--- config.mk ---
export PLATFORM = sky130hd
export DESIGN_NAME = uart_script_player
export DESIGN_NICKNAME = d
export VERILOG_FILES = /design/src/rtl/uart_script_pkg.sv /design/src/rtl/uart_script_resp_buf.sv /design/src/rtl/uart_script_player.sv
export SDC_FILE = /design/constraint.sdc
export NUM_CORES = 1
export LEC_CHECK = 0
export BUFFER_PORTS_ARGS = -buffer_cell sky130_fd_sc_hd__buf_2
export CAP_MARGIN = 20
export CORE_MARGIN = 2
export CORE_UTILIZATION = 29
export CTS_CLUSTER_DIAMETER = 150
export CTS_CLUSTER_SIZE = 20
export DETAILED_ROUTE_END_ITERATION = 10
export SLEW_MARGIN = 15
export SYNTH_ARGS = -nofsm -noshare
export SYNTH_HDL_FRONTEND = slang
export SYNTH_HIERARCHICAL = 1
export SYNTH_SLANG_ARGS = --single-unit
--- constraint.sdc ---
create_clock -name clk -period 3 [get_ports clk]
set_input_delay 0.6 -clock clk [delete_from_list [all_inputs] [get_ports clk]]
set_output_delay 0.6 -clock clk [all_outputs]
set_load 0.005 [all_outputs]
--- src/rtl/uart_script_pkg.sv ---
// Shared types and helpers for the UART script player.
package uart_script_pkg;

    typedef logic [7:0] byte_t;

    typedef enum logic [2:0] {
        S_IDLE      = 3'd0,
        S_PRESENT   = 3'd1,
        S_GAP       = 3'd2,
        S_WAIT_RESP = 3'd3,
        S_DONE      = 3'd4
    } state_t;

    // Carriage return, the usual end-of-reply marker.
    localparam byte_t CR = 8'h0D;

    // Address width that stays at least one bit for single-entry memories.
    function automatic int addr_w(input int n);
        return (n > 1) ? $clog2(n) : 1;
    endfunction

    function automatic int max_i(input int a, input int b);
        return (a > b) ? a : b;
    endfunction

endpackage

--- src/rtl/uart_script_resp_buf.sv ---
// Response capture buffer: appends bytes until full, flags dropped bytes
// as a sticky overflow, and offers an asynchronous read port.
module uart_script_resp_buf
    import uart_script_pkg::*;
#(
    parameter int RESP_DEPTH = 16
) (
    input  logic                              clk,
    input  logic                              rst,
    input  logic                              clr,
    input  logic                              we,
    input  logic [7:0]                        din,
    input  logic [addr_w(RESP_DEPTH)-1:0]     rd_addr,
    output logic [7:0]                        rd_data,
    output logic [$clog2(RESP_DEPTH+1)-1:0]   count,
    output logic                              full,
    output logic                              overflow
);

    localparam int RAW = addr_w(RESP_DEPTH);
    localparam int CW  = $clog2(RESP_DEPTH + 1);

    byte_t           buf_q [RESP_DEPTH];
    logic [CW-1:0]   count_q;
    logic [CW-1:0]   count_d;
    logic            overflow_q;
    logic            overflow_d;
    logic            full_s;

    assign full_s   = (count_q == CW'(RESP_DEPTH));
    assign full     = full_s;
    assign count    = count_q;
    assign overflow = overflow_q;

    // Next fill level and sticky overflow: a clear wins, then a write either lands or is dropped.
    always_comb begin
        count_d    = count_q;
        overflow_d = overflow_q;
        if (clr) begin
            count_d    = '0;
            overflow_d = 1'b0;
        end else if (we) begin
            if (full_s) begin
                overflow_d = 1'b1;
            end else begin
                count_d = count_q + CW'(1);
            end
        end else begin
            count_d = count_q;
        end
    end

    // Fill level and overflow flag registers.
    always_ff @(posedge clk) begin
        if (rst) begin
            count_q    <= '0;
            overflow_q <= 1'b0;
        end else begin
            count_q    <= count_d;
            overflow_q <= overflow_d;
        end
    end

    // Byte storage; contents are left alone by reset, only the count matters.
    always_ff @(posedge clk) begin
        if (we && !full_s && !clr) begin
            buf_q[count_q[RAW-1:0]] <= din;
        end
    end

    // Asynchronous read, returning zero for addresses past the buffer.
    always_comb begin
        if (int'(rd_addr) < RESP_DEPTH) begin
            rd_data = buf_q[rd_addr];
        end else begin
            rd_data = 8'h00;
        end
    end

endmodule

--- src/rtl/uart_script_player.sv ---
// UART script player: replays a stored byte script into a transmitter
// controller with a fixed inter-byte gap, then captures the reply up to a
// terminator byte. Optional response-wait timeout is enabled by defining
// UART_SCRIPT_PLAYER_TIMEOUT_EN.
module uart_script_player
    import uart_script_pkg::*;
#(
    parameter int          DEPTH      = 32,
    parameter int          RESP_DEPTH = 16,
    parameter int          GAP        = 10000,
    parameter logic [7:0]  TERM       = CR,
    parameter int          TIMEOUT    = 1000000
) (
    input  logic                              clk,
    input  logic                              rst,
    input  logic                              wr_en,
    input  logic [addr_w(DEPTH)-1:0]          wr_addr,
    input  logic [7:0]                        wr_data,
    input  logic                              start,
    input  logic [$clog2(DEPTH+1)-1:0]        len,
    output logic [7:0]                        tx_dout,
    output logic                              tx_empty,
    input  logic                              tx_re,
    input  logic [7:0]                        rx_din,
    input  logic                              rx_we,
    output logic                              rx_full,
    input  logic [addr_w(RESP_DEPTH)-1:0]     resp_rd_addr,
    output logic [7:0]                        resp_rd_data,
    output logic [$clog2(RESP_DEPTH+1)-1:0]   resp_count,
    output logic                              busy,
    output logic                              done,
    output logic                              overflow,
    output logic                              timeout
);

    localparam int AW    = addr_w(DEPTH);
    localparam int LW    = $clog2(DEPTH + 1);
    // One counter serves both the gap and the response timeout.
    localparam int CNT_W = $clog2(max_i(GAP, TIMEOUT) + 2);

    byte_t             mem_q [DEPTH];
    state_t            state_q, state_d;
    logic [LW-1:0]     idx_q, idx_d;
    logic [LW-1:0]     len_q, len_d;
    logic [CNT_W-1:0]  cnt_q, cnt_d;
    logic              timeout_q, timeout_d;
    logic              tx_empty_q, tx_empty_d;
    byte_t             tx_dout_q, tx_dout_d;
    logic              busy_q, busy_d;
    logic              done_q, done_d;

    logic              start_ok_s;
    logic              pop_s;
    logic              cap_en_s;
    logic              term_s;
    logic [LW-1:0]     eff_len_s;

    assign start_ok_s = start && (state_q == S_IDLE);
    assign pop_s      = (state_q == S_PRESENT) && tx_re;
    assign cap_en_s   = rx_we && (state_q != S_IDLE);
    // A terminator ends the wait whether it was stored or dropped.
    assign term_s     = cap_en_s && (rx_din == TERM);
    assign eff_len_s  = (int'(len) > DEPTH) ? LW'(DEPTH) : len;

    assign tx_dout  = tx_dout_q;
    assign tx_empty = tx_empty_q;
    assign busy     = busy_q;
    assign done     = done_q;
    assign timeout  = timeout_q;

    uart_script_resp_buf #(
        .RESP_DEPTH (RESP_DEPTH)
    ) u_resp_buf (
        .clk      (clk),
        .rst      (rst),
        .clr      (start_ok_s),
        .we       (cap_en_s),
        .din      (rx_din),
        .rd_addr  (resp_rd_addr),
        .rd_data  (resp_rd_data),
        .count    (resp_count),
        .full     (rx_full),
        .overflow (overflow)
    );

    // Script memory is writable only while idle and is never cleared.
    always_ff @(posedge clk) begin
        if (wr_en && (state_q == S_IDLE) && (int'(wr_addr) < DEPTH)) begin
            mem_q[wr_addr] <= wr_data;
        end
    end

    // State, sequencing and registered output flops.
    always_ff @(posedge clk) begin
        if (rst) begin
            state_q    <= S_IDLE;
            idx_q      <= '0;
            len_q      <= '0;
            cnt_q      <= '0;
            timeout_q  <= 1'b0;
            tx_empty_q <= 1'b1;
            tx_dout_q  <= 8'h00;
            busy_q     <= 1'b0;
            done_q     <= 1'b0;
        end else begin
            state_q    <= state_d;
            idx_q      <= idx_d;
            len_q      <= len_d;
            cnt_q      <= cnt_d;
            timeout_q  <= timeout_d;
            tx_empty_q <= tx_empty_d;
            tx_dout_q  <= tx_dout_d;
            busy_q     <= busy_d;
            done_q     <= done_d;
        end
    end

    // Next-state logic: start, byte pops, gap timing and end-of-reply detection.
    always_comb begin
        state_d   = state_q;
        idx_d     = idx_q;
        len_d     = len_q;
        cnt_d     = cnt_q;
        timeout_d = timeout_q;
        case (state_q)
            S_IDLE: begin
                if (start) begin
                    timeout_d = 1'b0;
                    idx_d     = '0;
                    cnt_d     = '0;
                    if (len == '0) begin
                        state_d = S_DONE;
                    end else begin
                        state_d = S_PRESENT;
                        len_d   = eff_len_s;
                    end
                end else begin
                    state_d = S_IDLE;
                end
            end
            S_PRESENT: begin
                if (pop_s) begin
                    idx_d = idx_q + LW'(1);
                    cnt_d = '0;
                    if ((idx_q + LW'(1)) == len_q) begin
                        state_d = S_WAIT_RESP;
                    end else if (GAP == 0) begin
                        state_d = S_PRESENT;
                    end else begin
                        state_d = S_GAP;
                    end
                end else begin
                    state_d = S_PRESENT;
                end
            end
            S_GAP: begin
                if (cnt_q == CNT_W'(GAP - 1)) begin
                    state_d = S_PRESENT;
                    cnt_d   = '0;
                end else begin
                    cnt_d = cnt_q + CNT_W'(1);
                end
            end
            S_WAIT_RESP: begin
                if (term_s) begin
                    state_d = S_DONE;
                end else begin
`ifdef UART_SCRIPT_PLAYER_TIMEOUT_EN
                    if (cnt_q == CNT_W'(TIMEOUT - 1)) begin
                        state_d   = S_DONE;
                        timeout_d = 1'b1;
                    end else begin
                        cnt_d = cnt_q + CNT_W'(1);
                    end
`else
                    state_d = S_WAIT_RESP;
`endif
                end
            end
            S_DONE: begin
                state_d = S_IDLE;
            end
            default: begin
                state_d = S_IDLE;
            end
        endcase
    end

    // Output decode from the next state so every output leaves a flop.
    always_comb begin
        tx_empty_d = 1'b1;
        tx_dout_d  = 8'h00;
        busy_d     = (state_d != S_IDLE);
        done_d     = (state_d == S_DONE);
        if (state_d == S_PRESENT) begin
            tx_empty_d = 1'b0;
            tx_dout_d  = mem_q[idx_d[AW-1:0]];
        end else begin
            tx_empty_d = 1'b1;
            tx_dout_d  = 8'h00;
        end
    end

endmodule

==> Word-level counts from Yosys, hierarchy flattened <==
Memories as Yosys holds them, arrays and structs flattened. A register that Yosys moved wholly into a read port is not among the register bits.
Cells that the tools add are included.
{ "word_totals": {"mem_bits_ro": 0, "ff_bits": 44, "mem_bits_rw": 384, "latchBits": 0, "n_memories": 2, "output_inout_bits": 27} }
{ "mem_list": {"columns": ["name", "depth", "width", "read_ports", "rd_clocked_by_memory_dff", "write_ports", "line", "rtl"], "rows": [
  ["mem_q", 32, 8, 1, 1, 1, "uart_script_player.sv:41", "byte_t mem_q [DEPTH];"],
  ["u_resp_buf.buf_q", 16, 8, 1, 0, 1, "uart_script_resp_buf.sv:23", "byte_t buf_q [RESP_DEPTH];"]
]} }
{ "op_classes": {"bitwise": 3, "eq_ne": 11, "shifts": 0, "multipliers": 0, "n_addsub": 3, "reduce_logical": 22, "order_cmp": 1, "div_mod_pow": 0, "muxes": 20} }
{ "op_table": {"columns": ["op", "n"], "rows": [
  ["$mux W20", 3],
  ["$pmux W20 S3", 1],
  ["$add A20 B1 Y20 const B", 1],
  ["$eq A20 B14 Y1 const B", 1],
  ["$mux W6", 3],
  ["$mux W3", 5],
  ["$pmux W3 S4", 1],
  ["$pmux W6 S2", 1],
  ["$reduce_and A3 Y1", 3],
  ["$reduce_bool A3 Y1", 3],
  ["$eq A8 B4 Y1 const B", 1],
  ["$logic_and A1 B1 Y1", 7],
  ["$add A6 B1 Y6 const B", 1],
  ["$eq A3 B1 Y1 const B", 2],
  ["$eq A3 B2 Y1 const B", 2],
  ["$eq A6 B6 Y1", 1],
  ["$gt A6 B6 Y1 const B", 1],
  ["$logic_not A6 Y1", 1],
  ["$mux W1", 6],
  ["$add A5 B1 Y5 const B", 1],
  ["$eq A5 B5 Y1 const B", 1],
  ["$ne A2 B2 Y1 const B", 2],
  ["$reduce_and A2 Y1", 2],
  ["$reduce_or A2 Y1", 2],
  ["other kinds (5)", 8]
]} }

==> Logic depth before layout (Yosys ltp) <==
{ "depth": {"ltp_word": 8, "depth_mapped": 11, "ltp_nobuf": 8} }

==> By module <==
The synthesis kept the hierarchy.
{ "modules_own_cells": {"columns": ["module", "cells_per_inst", "instances", "area_per_inst_um2"], "rows": [
  ["uart_script_player", 967, 1, 12640.9],
  ["uart_script_resp_buf", 259, 1, 5321.4]
]} }

==> Least setup slack after synthesis <==
Ideal clock, no wire load.
{ "synth_timing": {"path_kind": "input -> register", "startpoint": "input port rx_we", "endpoint": "memory u_resp_buf/buf_q[3][0] in the netlist's numbering (enable)", "path_buffers": 1, "t_required_ps": 2617, "setup_time_ps": 383, "path_stages": 6, "arrival_ps": 2123, "path_slack_ps": 493, "path_cell_list": "o31ai_1 > inv_1 > buf_2 > inv_1 > or4_4 > nor3_1"} }
{ "synth_between": {"elab_chain_cells": 5} }
{ "synth_lines": {"columns": ["element", "line", "rtl"], "rows": [
  ["start, declared", "uart_script_player.sv:25", "input logic rx_we,"],
  ["$logic_and A1 B1 Y1", "uart_script_player.sv:60", "assign cap_en_s = rx_we && (state_q != S_IDLE);"],
  ["via cap_en_s", "uart_script_player.sv:54", "logic cap_en_s;"],
  ["$logic_and A1 B1 Y1 (2 in series)", "uart_script_resp_buf.sv:66", "if (we && !full_s && !clr) begin"],
  ["$mux W1", "uart_script_resp_buf.sv:66", null],
  ["$mux W1 (not written as such)", "uart_script_resp_buf.sv:67", "buf_q[count_q[RAW-1:0]] <= din;"],
  ["end, declared", "uart_script_resp_buf.sv:23", null]
]} }
The timed path passes the listed nets, and every way through them passes these cells.

==> Final worst setup path <==
{ "layout_timing": {"startpoint": "input port resp_rd_addr[0]", "endpoint": "output port resp_rd_data[1]"} }
{ "layout_between": {"elab_chain_cells": 1} }
{ "layout_lines": {"columns": ["element", "line", "rtl"], "rows": [
  ["start, declared", "uart_script_player.sv:27", "input logic [addr_w(RESP_DEPTH)-1:0] resp_rd_addr,"],
  ["$mem_v2 Z16 W8", null, null],
  ["end, declared", "uart_script_player.sv:28", "output logic [7:0] resp_rd_data,"]
]} }
Every way passes these cells.

==> qor.yml <==
outcome:
  status: "finished, final reports clean"
setup_path:
  critPathArrivalTime_ps: 2150
  required_ps: 2400
  path_class: "in -> out"
  cp_slowest_cell: "mux4_1"
  cp_common_cell: "buf_2"
  critical_path.cell_chain: "buf_2 > buf_12 > mux4_1 > a22oi_1 > nand2_1 > buf_2"
  crit_path_max_incr_delay_ps: 580
  reg2reg_from: "state_q[1]"
  rrSetupSlack_ps: 280
  crit_fanout: 15
  r2r_end: "tx_dout[2]"
  worst_setup_path_end_kind: "output pin"
  startpoint_type: "primary input"
  reg2reg_depth: 9
floorplanning:
  die_h_um: 252.9
  core_area_mm2: 0.06148
  die_area_mm2: 0.06395
  rows: 91
  start_util: 0.2921
  pin_count: 64
  fp.dieW_um: 252.9
yosys:
  yosys.area.top_type: "edfxtp_1"
  async_flop_share: 0
  synth_simple_gate_area_frac: 0.1177
  synth-compound-area-share: 0.09237
  synth_seq_cells: 436
  synth_top_family_by_area: "simple AND/OR/NAND/NOR gates"
  synth_fa_ha_area_frac: 0.004179
  synth_area_mm2: 0.01796
  ys_seq_area_frac: 0.6999
  synth_cell_types: 73
  syn_inst: 1226
  synth_edf_count: 384
  avgSynthCellArea_um2: 14.65
  synth_top_area_share: 0.6420
  synth.net_count: 1269
  synth_area_leaders: "edfxtp_1, dfxtp_1, nand2_1, a311oi_1, a211oi_1"
  yosysWarnings: 6
  yosys.area_share.xor_xnor: 0.01073
  synthMuxAreaShare: 0.04542
  ys.flop_type: "edfxtp_1"
timing:
  setup_violations: 0
  worst_slew_pin_slew_ps: 955.8
  fin_skew_ps: 23.90
  grt_setup_unrepaired: "false"
  min_period_ps: 2754
  fmax_ghz: 0.3631
  fin_crit_sh: 0.9181
  hold_viol: 0
  report.final.slew_viol_count: 0
  tns_ps: 0
  relSlewSlack: 0.3605
  setup_slack_ps: 245.8
route:
  drcViolationCount: 0
  dr_total_vias: 10720
  dr_wl_met3_um: 3217
  antenna_left: 0
  vias_per_cell: 5.020
  top_layer: "met5"
  wire_per_inst_um: 20.39
  wl_met2_um: 21280
  drt-total-wl_um: 43520
  drt-met1-wl_um: 18080
  drtPass1Iterations: 5
  first_iter_violations: 983
global_route:
  grt-ovfl-total: 0
  grt_pass1_wl_um: 65790
  grt_pass1_vias: 10780
  grt_max_degree: 65
  grtUsageTotal: 0.1344
  antenna_found_initial: 5
cells_and_area:
  diodes: 0
  final_common_cell: "edfxtp_1"
  layout.nets: 1370
  fill_cells: 6029
  final_layout_size_suffix_gt1_frac: 0.1725
  layout_common_cells: "edfxtp_1, nand2_1, buf_4"
  area_growth_pct: 13.24
clock_tree:
  cts-resized-gates: 0
  cts_max_level: 1
  cts.sinks: 436
  cts_root_buf: "clkbuf_16"
  clk_pin_slew_ps: 90
  cts_hold_buffers: 0
  cts_tree: "done"
  cts_setup_buffers: 0
  cts_max_path_buffers: 3
  cts_buffers: 25
  worst_skew_pair.late_latency_ps: 590
power_and_ir_drop:
  p_per_area_mw_per_mm2: 542.6
  leakagePower_nw: 6.665
  ir_worst_vdd_uv: 560.8
place:
  place_ws_ps: 49.46
  hpwl_um: 27760
  portBuffers: 62
  gp_congestion: 0.9057
worst_hold_path:
  hold_path_end: "len_q[5]"
  min_from: "len[5]"
  whs_path_depth: 3
  hp-class: "in -> reg"
flow_run:
  cap_violations: 0
==> routing by layer <==
layer	vias up	GRT usage
met4	10	0.02925
met1	5383	0.1718
li1	4971	-
met5	-	0
met2	293	0.2291
met3	61	0.03423
==> critical path: cells and delay by family <==
family                 cells  cell delay, ps
buffers and inverters      3             490
AOI/OAI and AO/OA          1             340
and+or+nand+nor            1             140
muxes                      1             580
==> sequential cells by signal, indices dropped and copies added (netlist names) <==
register and count:
cnt_q 20, len_q 6, state_q 3, done 1
idx_q 6, u_resp_buf/buf_q 128, u_resp_buf/count 5, tx_dout 8
u_resp_buf/overflow 1, tx_empty 1, mem_q 256, busy 1
==> final cells by class <==
cell class | count | area, um^2 | area share
clock inverter | 1 | 20.02 | 0.0009842
timing repair buffer | 156 | 1129 | 0.05548
clock buffer | 44 | 718.2 | 0.03531
multi-input combinational | 700 | 4871 | 0.2395
tap | 790 | 988.4 | 0.04859
sequential | 436 | 12570 | 0.6181
inverter | 8 | 42.54 | 0.002091
==> worst max-delay path by stage <==
stage	cells past startpoint	endpoint	start	slack (ps)
after floorplan	6	u_resp_buf/buf_q[3][0]	rx_we	490
after global placement	10	tx_dout[0]	start	110
after detailed placement	10	tx_dout[0]	start	50
after CTS	6	resp_rd_data[1]	resp_rd_addr[0]	260
after global routing	9	tx_dout[0]	state_q[1]	140
final	6	resp_rd_data[1]	resp_rd_addr[0]	250
==> report_power, final <==
group	internal [mW]	leakage, nW	switching (mW)
logic	0.279	2.44	0.515
registers	6.64	3.88	0.0374
clock network	1.65	0.351	1.92
total	8.57	6.67	2.47
==> through the flow <==
| step | utilization | power, mW | hold slack [ps] | std cells | instance area [um^2] |
|---|---|---|---|---|---|
| floorplan | - | 7.233 | 456.7 | 1226 | 17960 |
| global placement | 0.3188 | 7.601 | 481.4 | 2090 | 19600 |
| detailed placement | 0.3188 | 7.613 | 495.9 | 2090 | 19600 |
| CTS | 0.3308 | 11.13 | 410.8 | 2135 | 20340 |
| global route | 0.3308 | 11.41 | 431.6 | 2135 | 20340 |
| finish | 0.3308 | 11.04 | 437.9 | 2135 | 20340 |
==> kinds of logic after synthesis <==
group / after synthesis
flops: 436
simple gates: 421
compound gates: 215
buf+inv: 90
mux: 35
xor+xnor: 22
fa+ha+maj: 6
other cells: 1
==> synthesized netlist by cell type (4+ instances only) <==
master / instances
mux4_1: 14
dfxtp_1: 52
mux4_2: 18
inv_1: 6
edfxtp_1: 384
buf_4: 7
nand3_1: 7
a311oi_1: 57
a32oi_1: 8
nor3b_1: 7
o221ai_1: 8
nor4_1: 7
a21oi_1: 35
and2_1: 6
nand2b_1: 6
xnor2_1: 8
buf_2: 23
a22oi_1: 18
a211oi_1: 56
nor3_1: 13
nor4_2: 6
nand4b_1: 5
nand2_1: 173
or3_1: 8
nor2_1: 83
xor2_1: 14
and3_1: 62
o21ai_0: 10
nand4_1: 8
ha_1: 6
clkdlybuf4s25_2: 4
buf_6: 10
nand3b_1: 4
clkbuf_1: 34
o21bai_1: 8
No activity file was read; power rests on OpenSTA's default activity.
